<file path="src/rtl/aes_tiled_serial.sv">
// aes_tiled_serial: multi-cycle AES SubBytes, SubBytes+ShiftRows and MixColumns unit.
// S-box and MixColumn lane counts trade area against latency (4/lanes BUSY steps).

module aes_sbox_pair (
    input  logic       dec,
    input  logic [7:0] din,
    output logic [7:0] dout
);

    function automatic logic [7:0] xtime(input logic [7:0] b);
        return {b[6:0], 1'b0} ^ (b[7] ? 8'h1b : 8'h00);
    endfunction

    function automatic logic [7:0] gf_mul(input logic [7:0] a, input logic [7:0] b);
        logic [7:0] p;
        logic [7:0] x;
        p = 8'h00;
        x = a;
        for (int i = 0; i < 8; i++) begin
            if (b[i]) p = p ^ x;
            x = xtime(x);
        end
        return p;
    endfunction

    // Inverse in GF(2^8) as a^254; zero maps to zero as the S-box requires.
    function automatic logic [7:0] gf_inv(input logic [7:0] a);
        logic [7:0] y;
        logic [7:0] p;
        y = 8'h01;
        p = a;
        for (int i = 1; i < 8; i++) begin
            p = gf_mul(p, p);
            y = gf_mul(y, p);
        end
        return y;
    endfunction

    function automatic logic [7:0] rotl(input logic [7:0] b, input int n);
        return (b << n) | (b >> (8 - n));
    endfunction

    logic [7:0] mi_fwd;
    logic [7:0] aff_inv;
    logic [7:0] s_fwd;
    logic [7:0] s_inv;

    always_comb begin
        mi_fwd  = gf_inv(din);
        s_fwd   = mi_fwd ^ rotl(mi_fwd, 1) ^ rotl(mi_fwd, 2) ^ rotl(mi_fwd, 3)
                ^ rotl(mi_fwd, 4) ^ 8'h63;
        aff_inv = rotl(din, 1) ^ rotl(din, 3) ^ rotl(din, 6) ^ 8'h05;
        s_inv   = gf_inv(aff_inv);
        dout    = dec ? s_inv : s_fwd;
    end

endmodule

// One output row of (Inv)MixColumns; col[31:24] is the row the result belongs to.
module aes_mixcolumn_byte (
    input  logic [31:0] col,
    input  logic        dec,
    output logic [7:0]  mixed
);

    function automatic logic [7:0] xtime(input logic [7:0] b);
        return {b[6:0], 1'b0} ^ (b[7] ? 8'h1b : 8'h00);
    endfunction

    logic [7:0] x1 [4];
    logic [7:0] x2 [4];
    logic [7:0] x4 [4];
    logic [7:0] x8 [4];

    always_comb begin
        for (int k = 0; k < 4; k++) begin
            x1[k] = col[8*k +: 8];
            x2[k] = xtime(x1[k]);
            x4[k] = xtime(x2[k]);
            x8[k] = xtime(x4[k]);
        end
        if (dec) begin
            mixed = (x8[3] ^ x4[3] ^ x2[3]) ^ (x8[2] ^ x2[2] ^ x1[2])
                  ^ (x8[1] ^ x4[1] ^ x1[1]) ^ (x8[0] ^ x1[0]);
        end else begin
            mixed = x2[3] ^ (x2[2] ^ x1[2]) ^ x1[1] ^ x1[0];
        end
    end

endmodule

module aes_tiled_serial #(
    parameter int unsigned SBOX_LANES = 1,
    parameter int unsigned MIX_LANES  = 1
) (
    input  logic        g_clk,
    input  logic        g_reset,
    input  logic        valid,
    input  logic        flush,
    input  logic        dec,
    input  logic        op_sb,
    input  logic        op_sbsr,
    input  logic        op_mix,
    input  logic        hi,
    input  logic [31:0] rs1,
    input  logic [31:0] rs2,
    output logic        ready,
    output logic [31:0] rd
);

    localparam int unsigned SB_STEPS  = 4 / SBOX_LANES;
    localparam int unsigned MIX_STEPS = 4 / MIX_LANES;

    typedef enum logic [1:0] {IDLE, BUSY, DONE} state_t;
    typedef enum logic [1:0] {OP_SB, OP_SBSR, OP_MIX} op_t;

    state_t      state_q, state_d;
    op_t         op_q, op_d;
    logic        dec_q, dec_d;
    logic        hi_q, hi_d;
    logic [31:0] rs1_q, rs1_d;
    logic [31:0] rs2_q, rs2_d;
    logic [31:0] acc_q, acc_d;
    logic [31:0] rd_q, rd_d;
    logic [1:0]  step_q, step_d;
    logic        ready_q, ready_d;
    logic [1:0]  last_step;

    logic [7:0]  sb_in  [SBOX_LANES];
    logic [7:0]  sb_out [SBOX_LANES];
    logic [31:0] mx_in  [MIX_LANES];
    logic [7:0]  mx_out [MIX_LANES];

    function automatic logic [1:0] lane_pos(input logic [1:0] step, input int unsigned lanes,
                                            input int unsigned j);
        return 2'(32'(step) * lanes + j);
    endfunction

    // ShiftRows is folded into the choice of source byte for each output position.
    function automatic logic [7:0] sbox_src(input op_t op, input logic d, input logic h,
                                            input logic [31:0] a, input logic [31:0] b,
                                            input logic [1:0] p);
        logic       use_b;
        logic [1:0] idx;
        idx   = p;
        use_b = h;
        if (op == OP_SB) begin
            use_b = 1'b0;
        end else if (p == 2'd3) begin
            idx   = 2'd1;
            use_b = h ^ d;
        end else if (p == 2'd1) begin
            idx   = 2'd3;
            use_b = ~(h ^ d);
        end
        return use_b ? b[{idx, 3'b000} +: 8] : a[{idx, 3'b000} +: 8];
    endfunction

    function automatic logic [31:0] mix_src(input logic [31:0] a, input logic [31:0] b,
                                            input logic [1:0] p);
        logic [31:0] c;
        c = p[1] ? {a[23:16], a[31:24], b[23:16], b[31:24]}
                 : {a[7:0],   a[15:8],  b[7:0],   b[15:8]};
        return p[0] ? {c[23:0], c[31:24]} : c;
    endfunction

    for (genvar g = 0; g < SBOX_LANES; g++) begin : g_sbox
        aes_sbox_pair u_sbox (
            .dec  (dec_q),
            .din  (sb_in[g]),
            .dout (sb_out[g])
        );
    end

    for (genvar g = 0; g < MIX_LANES; g++) begin : g_mix
        aes_mixcolumn_byte u_mix (
            .col   (mx_in[g]),
            .dec   (dec_q),
            .mixed (mx_out[g])
        );
    end

    // Lane operands for the byte group selected by the current step.
    always_comb begin
        for (int unsigned j = 0; j < SBOX_LANES; j++) begin
            sb_in[j] = sbox_src(op_q, dec_q, hi_q, rs1_q, rs2_q, lane_pos(step_q, SBOX_LANES, j));
        end
        for (int unsigned j = 0; j < MIX_LANES; j++) begin
            mx_in[j] = mix_src(rs1_q, rs2_q, lane_pos(step_q, MIX_LANES, j));
        end
    end

    always_comb begin
        state_d   = state_q;
        op_d      = op_q;
        dec_d     = dec_q;
        hi_d      = hi_q;
        rs1_d     = rs1_q;
        rs2_d     = rs2_q;
        acc_d     = acc_q;
        rd_d      = rd_q;
        step_d    = step_q;
        ready_d   = 1'b0;
        last_step = (op_q == OP_MIX) ? 2'(MIX_STEPS - 1) : 2'(SB_STEPS - 1);

        case (state_q)
            IDLE: begin
                if (valid && !flush) begin
                    if (op_mix)       op_d = OP_MIX;
                    else if (op_sb)   op_d = OP_SB;
                    else if (op_sbsr) op_d = OP_SBSR;
                    else              op_d = OP_SBSR;
                    dec_d   = dec;
                    hi_d    = hi;
                    rs1_d   = rs1;
                    rs2_d   = rs2;
                    step_d  = 2'd0;
                    state_d = BUSY;
                end
            end
            BUSY: begin
                if (flush) begin
                    state_d = IDLE;
                end else begin
                    if (op_q == OP_MIX) begin
                        for (int unsigned j = 0; j < MIX_LANES; j++) begin
                            acc_d[{lane_pos(step_q, MIX_LANES, j), 3'b000} +: 8] = mx_out[j];
                        end
                    end else begin
                        for (int unsigned j = 0; j < SBOX_LANES; j++) begin
                            acc_d[{lane_pos(step_q, SBOX_LANES, j), 3'b000} +: 8] = sb_out[j];
                        end
                    end
                    step_d = step_q + 2'd1;
                    // Final group: publish the merged result so ready is high during DONE.
                    if (step_q == last_step) begin
                        rd_d    = acc_d;
                        ready_d = 1'b1;
                        state_d = DONE;
                    end
                end
            end
            DONE: begin
                state_d = IDLE;
            end
            default: begin
                state_d = IDLE;
            end
        endcase
    end

    always_ff @(posedge g_clk or posedge g_reset) begin
        if (g_reset) begin
            state_q <= IDLE;
            op_q    <= OP_SB;
            dec_q   <= 1'b0;
            hi_q    <= 1'b0;
            rs1_q   <= 32'h0;
            rs2_q   <= 32'h0;
            acc_q   <= 32'h0;
            rd_q    <= 32'h0;
            step_q  <= 2'd0;
            ready_q <= 1'b0;
        end else begin
            state_q <= state_d;
            op_q    <= op_d;
            dec_q   <= dec_d;
            hi_q    <= hi_d;
            rs1_q   <= rs1_d;
            rs2_q   <= rs2_d;
            acc_q   <= acc_d;
            rd_q    <= rd_d;
            step_q  <= step_d;
            ready_q <= ready_d;
        end
    end

    assign ready = ready_q;
    assign rd    = rd_q;

endmodule

</file>
<file path="config.mk">
export PLATFORM = sky130hd
export DESIGN_NAME = aes_tiled_serial
export DESIGN_NICKNAME = d
export VERILOG_FILES = /design/src/rtl/aes_tiled_serial.sv
export SDC_FILE = /design/constraint.sdc
export NUM_CORES = 2
export LEC_CHECK = 0
export ABC_CLOCK_PERIOD_IN_PS = 25100
export BUFFER_PORTS_ARGS = -buffer_cell sky130_fd_sc_hd__buf_2
export CAP_MARGIN = 20
export CELL_PAD_IN_SITES_DETAIL_PLACEMENT = 1
export CELL_PAD_IN_SITES_GLOBAL_PLACEMENT = 1
export CORE_ASPECT_RATIO = 2
export CORE_UTILIZATION = 50
export CTS_CLUSTER_SIZE = 8
export DETAILED_ROUTE_END_ITERATION = 6
export PLACE_DENSITY_LB_ADDON = 0.05
export SYNTH_ARGS = -nofsm -noshare
export SYNTH_HDL_FRONTEND = slang
export SYNTH_HIERARCHICAL = 1
export SYNTH_SLANG_ARGS = --single-unit
export TNS_END_PERCENT = 1
</file>
<file path="constraint.sdc">
create_clock -name g_clk -period 25.1 [get_ports g_clk]
set_input_delay 2.51 -clock g_clk [delete_from_list [all_inputs] [get_ports g_clk]]
set_output_delay 2.51 -clock g_clk [all_outputs]
set_load 0.02 [all_outputs]
</file>
## Word level (Yosys, flattened, before mapping)

Cells that the tools add are included.

- Bitwise gates (word level): 422
- Shift-type cells: 5
- Reductions and logical operators: 10
- $add $sub $neg: 2
- Equality and inequality tests: 7
- Multiplexer cells: 444

Operators by type and width:

| kind | number |
|---|---|
| $xor 8x8->8 | 396 |
| $mux 8 | 213 |
| $mux 5 | 196 |
| $mux 32 | 3 |
| $bwmux 32 | 2 |
| $shiftx 32x6->8 | 2 |
| $shiftx 8x7->32 | 2 |
| $shift 8x7->32 const A | 1 |
| $mux 2 | 11 |
| $or 8x1->8 | 2 |
| $or 8x3->8 | 2 |
| $mux 7 | 2 |
| $not 1->1 const A | 14 |
| $mux 6 | 2 |
| $mux 1 | 9 |
| $mux 4 | 2 |
| $or 8x2->8 | 1 |
| $or 8x4->8 | 1 |
| $or 8x6->8 | 1 |
| $pmux 2 s2 | 2 |
| $neg 5->7 | 1 |
| $mux 3 | 2 |
| $reduce_and 2->1 | 3 |
| $reduce_and 3->1 | 2 |
| 13 further kinds | 18 |

- Bits in registers: 137
- Logic and storage cells: 900
- Output and inout port bits: 33
- Bits of input ports: 73

## Logic depth before layout (Yosys ltp)

- Depth after elaboration: 143
- Gate-level depth with buffers: 85

## Cells and area by module

Netlist, hierarchy kept.

Modules (own cells, without submodules):

| module | seq. area each (um^2) | cells each | times used | area each (um^2) |
|---|---|---|---|---|
| aes_sbox_pair | 0.0 | 4,246 | 1 | 30,690.7 |
| aes_tiled_serial | 3,428.3 | 796 | 1 | 7,248.2 |
| aes_mixcolumn_byte | 0.0 | 82 | 1 | 875.8 |

## Worst setup path after synthesis

No wires, ideal clock.

- Path kind: register -> register
- Start: reg step_q[1]
- End: reg rd_q[6] (netlist: rd[6])
- Data required time: 24,981 ps
- Buffers on the path: 16
- Path slack: 6,975 ps
- Stages on the path, launching flop included: 79
- Period minus slack after synthesis: 18,125 ps
- Arrival time: 18,006 ps
- Path through: dfrtp_1 -> buf_2 -> inv_2 -> ha_1 -> nor3b_2 -> nor3_2 -> or3_1 -> buf_6 -> buf_6 -> a211oi_1 -> nor4_1 -> ha_1 -> buf_2 -> nand2_1 -> xnor2_4 -> inv_2 -> buf_1 -> clkbuf_1 -> [43 not listed] -> xnor2_1 -> o21ai_0 -> o21ai_1 -> xnor3_1 -> xnor3_2 -> xnor2_2 -> xnor2_1 -> xor2_1 -> nor2_1 -> xnor3_1 -> xnor2_1 -> xnor2_1 -> xnor3_1 -> xor2_1 -> mux2_2 -> mux2i_1 -> o221ai_1 -> o21a_1

RTL lines:

| what | line | text |
|---|---|---|
| start: declaration | 125 | `logic [1:0] step_q, step_d;` |
| start signal: assignment | 273 | `step_q <= step_d;` |
| end signal: assignment | 272 | `rd_q <= rd_d;` |
| end: declaration | 124 | `logic [31:0] rd_q, rd_d;` |

==> flow_summary.ini <==
[logic_synthesis]
syn_area_um2 = 38810
ys_ff_latch = 137
yosys-top-cells-area = xnor2_1 (19%), dfrtp_1 (8.8%), xnor3_1 (8.1%)
synth_fp_nets = 5216
yosys_warnings = 6
avgSynthCellArea_um2 = 7.575
yosysSeqAreaShare_pct = 8.832
yosysMostFrequentCell = xnor2_1
synth_async_sr_flop_share_pct = 100.0
synthFlopType = dfrtp_1
syn_inst = 5124
synth_enable_flop_cells = 0
synthTopCellsByCount = xnor2_1 (859), nand2_1 (695), nor2_1 (629)
ys_types = 116
yosys.area.top_type = xnor2_1
synth_top_area_share_pct = 19.38

[floorplanning]
die_area_um2 = 78820
die_x_um = 199.0
ioPinCount = 106
core-area_um2 = 76930
fp-row-count = 144
start_util_pct = 50.45
die_h_um = 396.0

[cells_and_area]
areaGrowthSynthToFinish_pct = 7.530
nNetsFinal = 5203
drive_gt1_share_pct = 12.80

[route]
drt_drc_violations_left = 2
met2_length_um = 77880
wl_met1_um = 48650
vias_per_cell = 6.243
drtAntennaViolNets = 0
first_pass_iters = 7
wirelength_um = 145300
top_layer = met5
drt_iter0_drc = 1674
routedWlPerCell_um = 23.61
vias = 38420
route.met3.wl_um = 6524

[clock_network]
hold_buffers = 0
clk_pin_slew_ps = 60
h-tree-depth = 4
cts_buffers = 17
cts_tree = done
cts_sinks = 137
cts-root-buf = clkbuf_16
cts.repair.resized = 0
cts.path.max_buffers = 2
cts_setup_buffers = 0
clk_latency_ps = 450

[critical_path]
critPathMaxStageDelay_ps = 910
path_max_fanout = 42
cpMostUsedCell = buf_4
r2r-start = step_q[0]$_DFFE_PP0P_
critPathSlowestCell = or3_1
arrival_ps = 22580
cp_top_family = simple AND/OR/NAND/NOR gates
crit_path_start = step_q[0]$_DFFE_PP0P_
r2r_cells = 69
cp-start-kind = flip-flop
reg2reg_slack_ps = 2820
cp_num_buf_inv = 10
r2r_end = rd[9]$_DFFE_PP0P_
end_kind = flip-flop
timing.setup.critical_path_class = reg -> reg
cp_data_required_time_ps = 25400
crit_cells = 69

[sta]
fin_crit_sh_pct = 88.76
tightest_slew_ps = 1135
fin_skew_ps = 21.05
finalHoldViolCount = 0
slew_violations = 0
grt_setup_unrepaired = false
max_slew_margin_pct = 24.27
setup_tns_ps = 0
setup-violations-final = 0
layout_min_cycle_time_ps = 22280
max_freq_ghz = 0.04488

[global_routing]
grt_pass1_wl_um = 224900
grt_start_max_net_pins = 72
antenna_found_initial = 19
grt_usage_pct = 36.51
grt-ovfl-total = 0
grt_pass1_vias = 39940

[run]
cap_violations = 0

[placed_design]
gp_congestion = 0.9552
port_buffers = 104
dpl.hpwl_um = 112300

[status]
status = complete, but fails checks
violations = design-rule violations

[worst_hold_path]
hold_depth = 2
hold_end = acc_q[24]$_DFFE_PP0N_
hp-start = acc_q[24]$_DFFE_PP0N_
hold_class = reg -> reg
## cell type report
| class | instances | area [um2] |
|---|---|---|
| fillers | 9774 | 35200 |
| multi-input cells | 4550 | 33860 |
| flip-flops and latches | 137 | 3431 |
| repair buffers | 336 | 2287 |
| well taps | 1022 | 1279 |
| clock buffers | 18 | 439.2 |
| inverters | 69 | 264.0 |
| clock inverters | 14 | 155.1 |
| diodes | 8 | 20.02 |
## registers in the layout (all words and copies together) (netlist names)
register and cells:
acc_q 32, dec_q 1, hi_q 1, op_q 2, rd 32, ready 1, rs1_q 32, rs2_q 32
state_q 2, step_q 2
## worst min-delay path, cell delays in order (launching register included)
cell     delay, ps
dfrtp_1        340
nand2_1         50
o21ai_1         60
## worst max path at each step
| stage | end | slack [ps] |
|---|---|---|
| 6_report | rd[9]$_DFFE_PP0P_ | 2820 |
| 5_1_grt | rd[9]$_DFFE_PP0P_ | 1600 |
| 4_1_cts | rd[9]$_DFFE_PP0P_ | 3270 |
| 3_5_place_dp | rd[9]$_DFFE_PP0P_ | 3400 |
| 3_3_place_gp | rd[12]$_DFFE_PP0P_ | 3650 |
| 2_1_floorplan | rd[6]$_DFFE_PP0P_ | 6980 |
## cell families (layout without fill, tap and decap cells)
group | Yosys count | count (layout) | share of synthesized area, %
and+or+nand+nor | 1836 | 1836 | 20.62
xor gates and xnor gates | 1373 | 1373 | 39.87
AOI/OAI and AO/OA | 1128 | 1128 | 19.02
buffers and inverters | 437 | 437 | 4.877
muxes | 193 | 193 | 6.141
DFF | 137 | 137 | 8.832
adders and majority gates | 20 | 20 | 0.6383
other | 0 | 8 | 0
## per-stage QoR
stage | cells | cell area, um2 | hold slack, ps | worst slack [ps] | util (%)
floorplan | 5124 | 38810 | 447.9 | 6975 | -
global placement | 6113 | 41100 | 460.8 | 3647 | 53.43
detailed placement | 6113 | 41100 | 471.8 | 3404 | 53.43
CTS | 6145 | 41700 | 485.1 | 3273 | 54.20
global route | 6150 | 41730 | 502.3 | 1604 | 54.24
finish | 6154 | 41740 | 481.1 | 2820 | 54.25
## routing by layer
metal / track usage [%] / up-vias
met5: 0 / -
met2: 69.11 / 1098
met1: 33.94 / 19020
li1: - / 17690
met4: 28.57 / 26
met3: 5.980 / 590
## placed cells by master (no fill, tap or decap), types with 131 or more instances in the layout
| cell | n |
|---|---|
| xnor2_1 | 827 |
| nand2_1 | 695 |
| nor2_1 | 629 |
| a21oi_1 | 299 |
| buf_4 | 230 |
| xor2_1 | 228 |
| o21ai_0 | 213 |
| nor3_1 | 142 |
| xnor3_1 | 138 |
| dfrtp_1 | 135 |
| mux2i_1 | 131 |
Power is not shown: default switching activity piles up to over one toggle a cycle in this logic, so the estimate is an artifact.
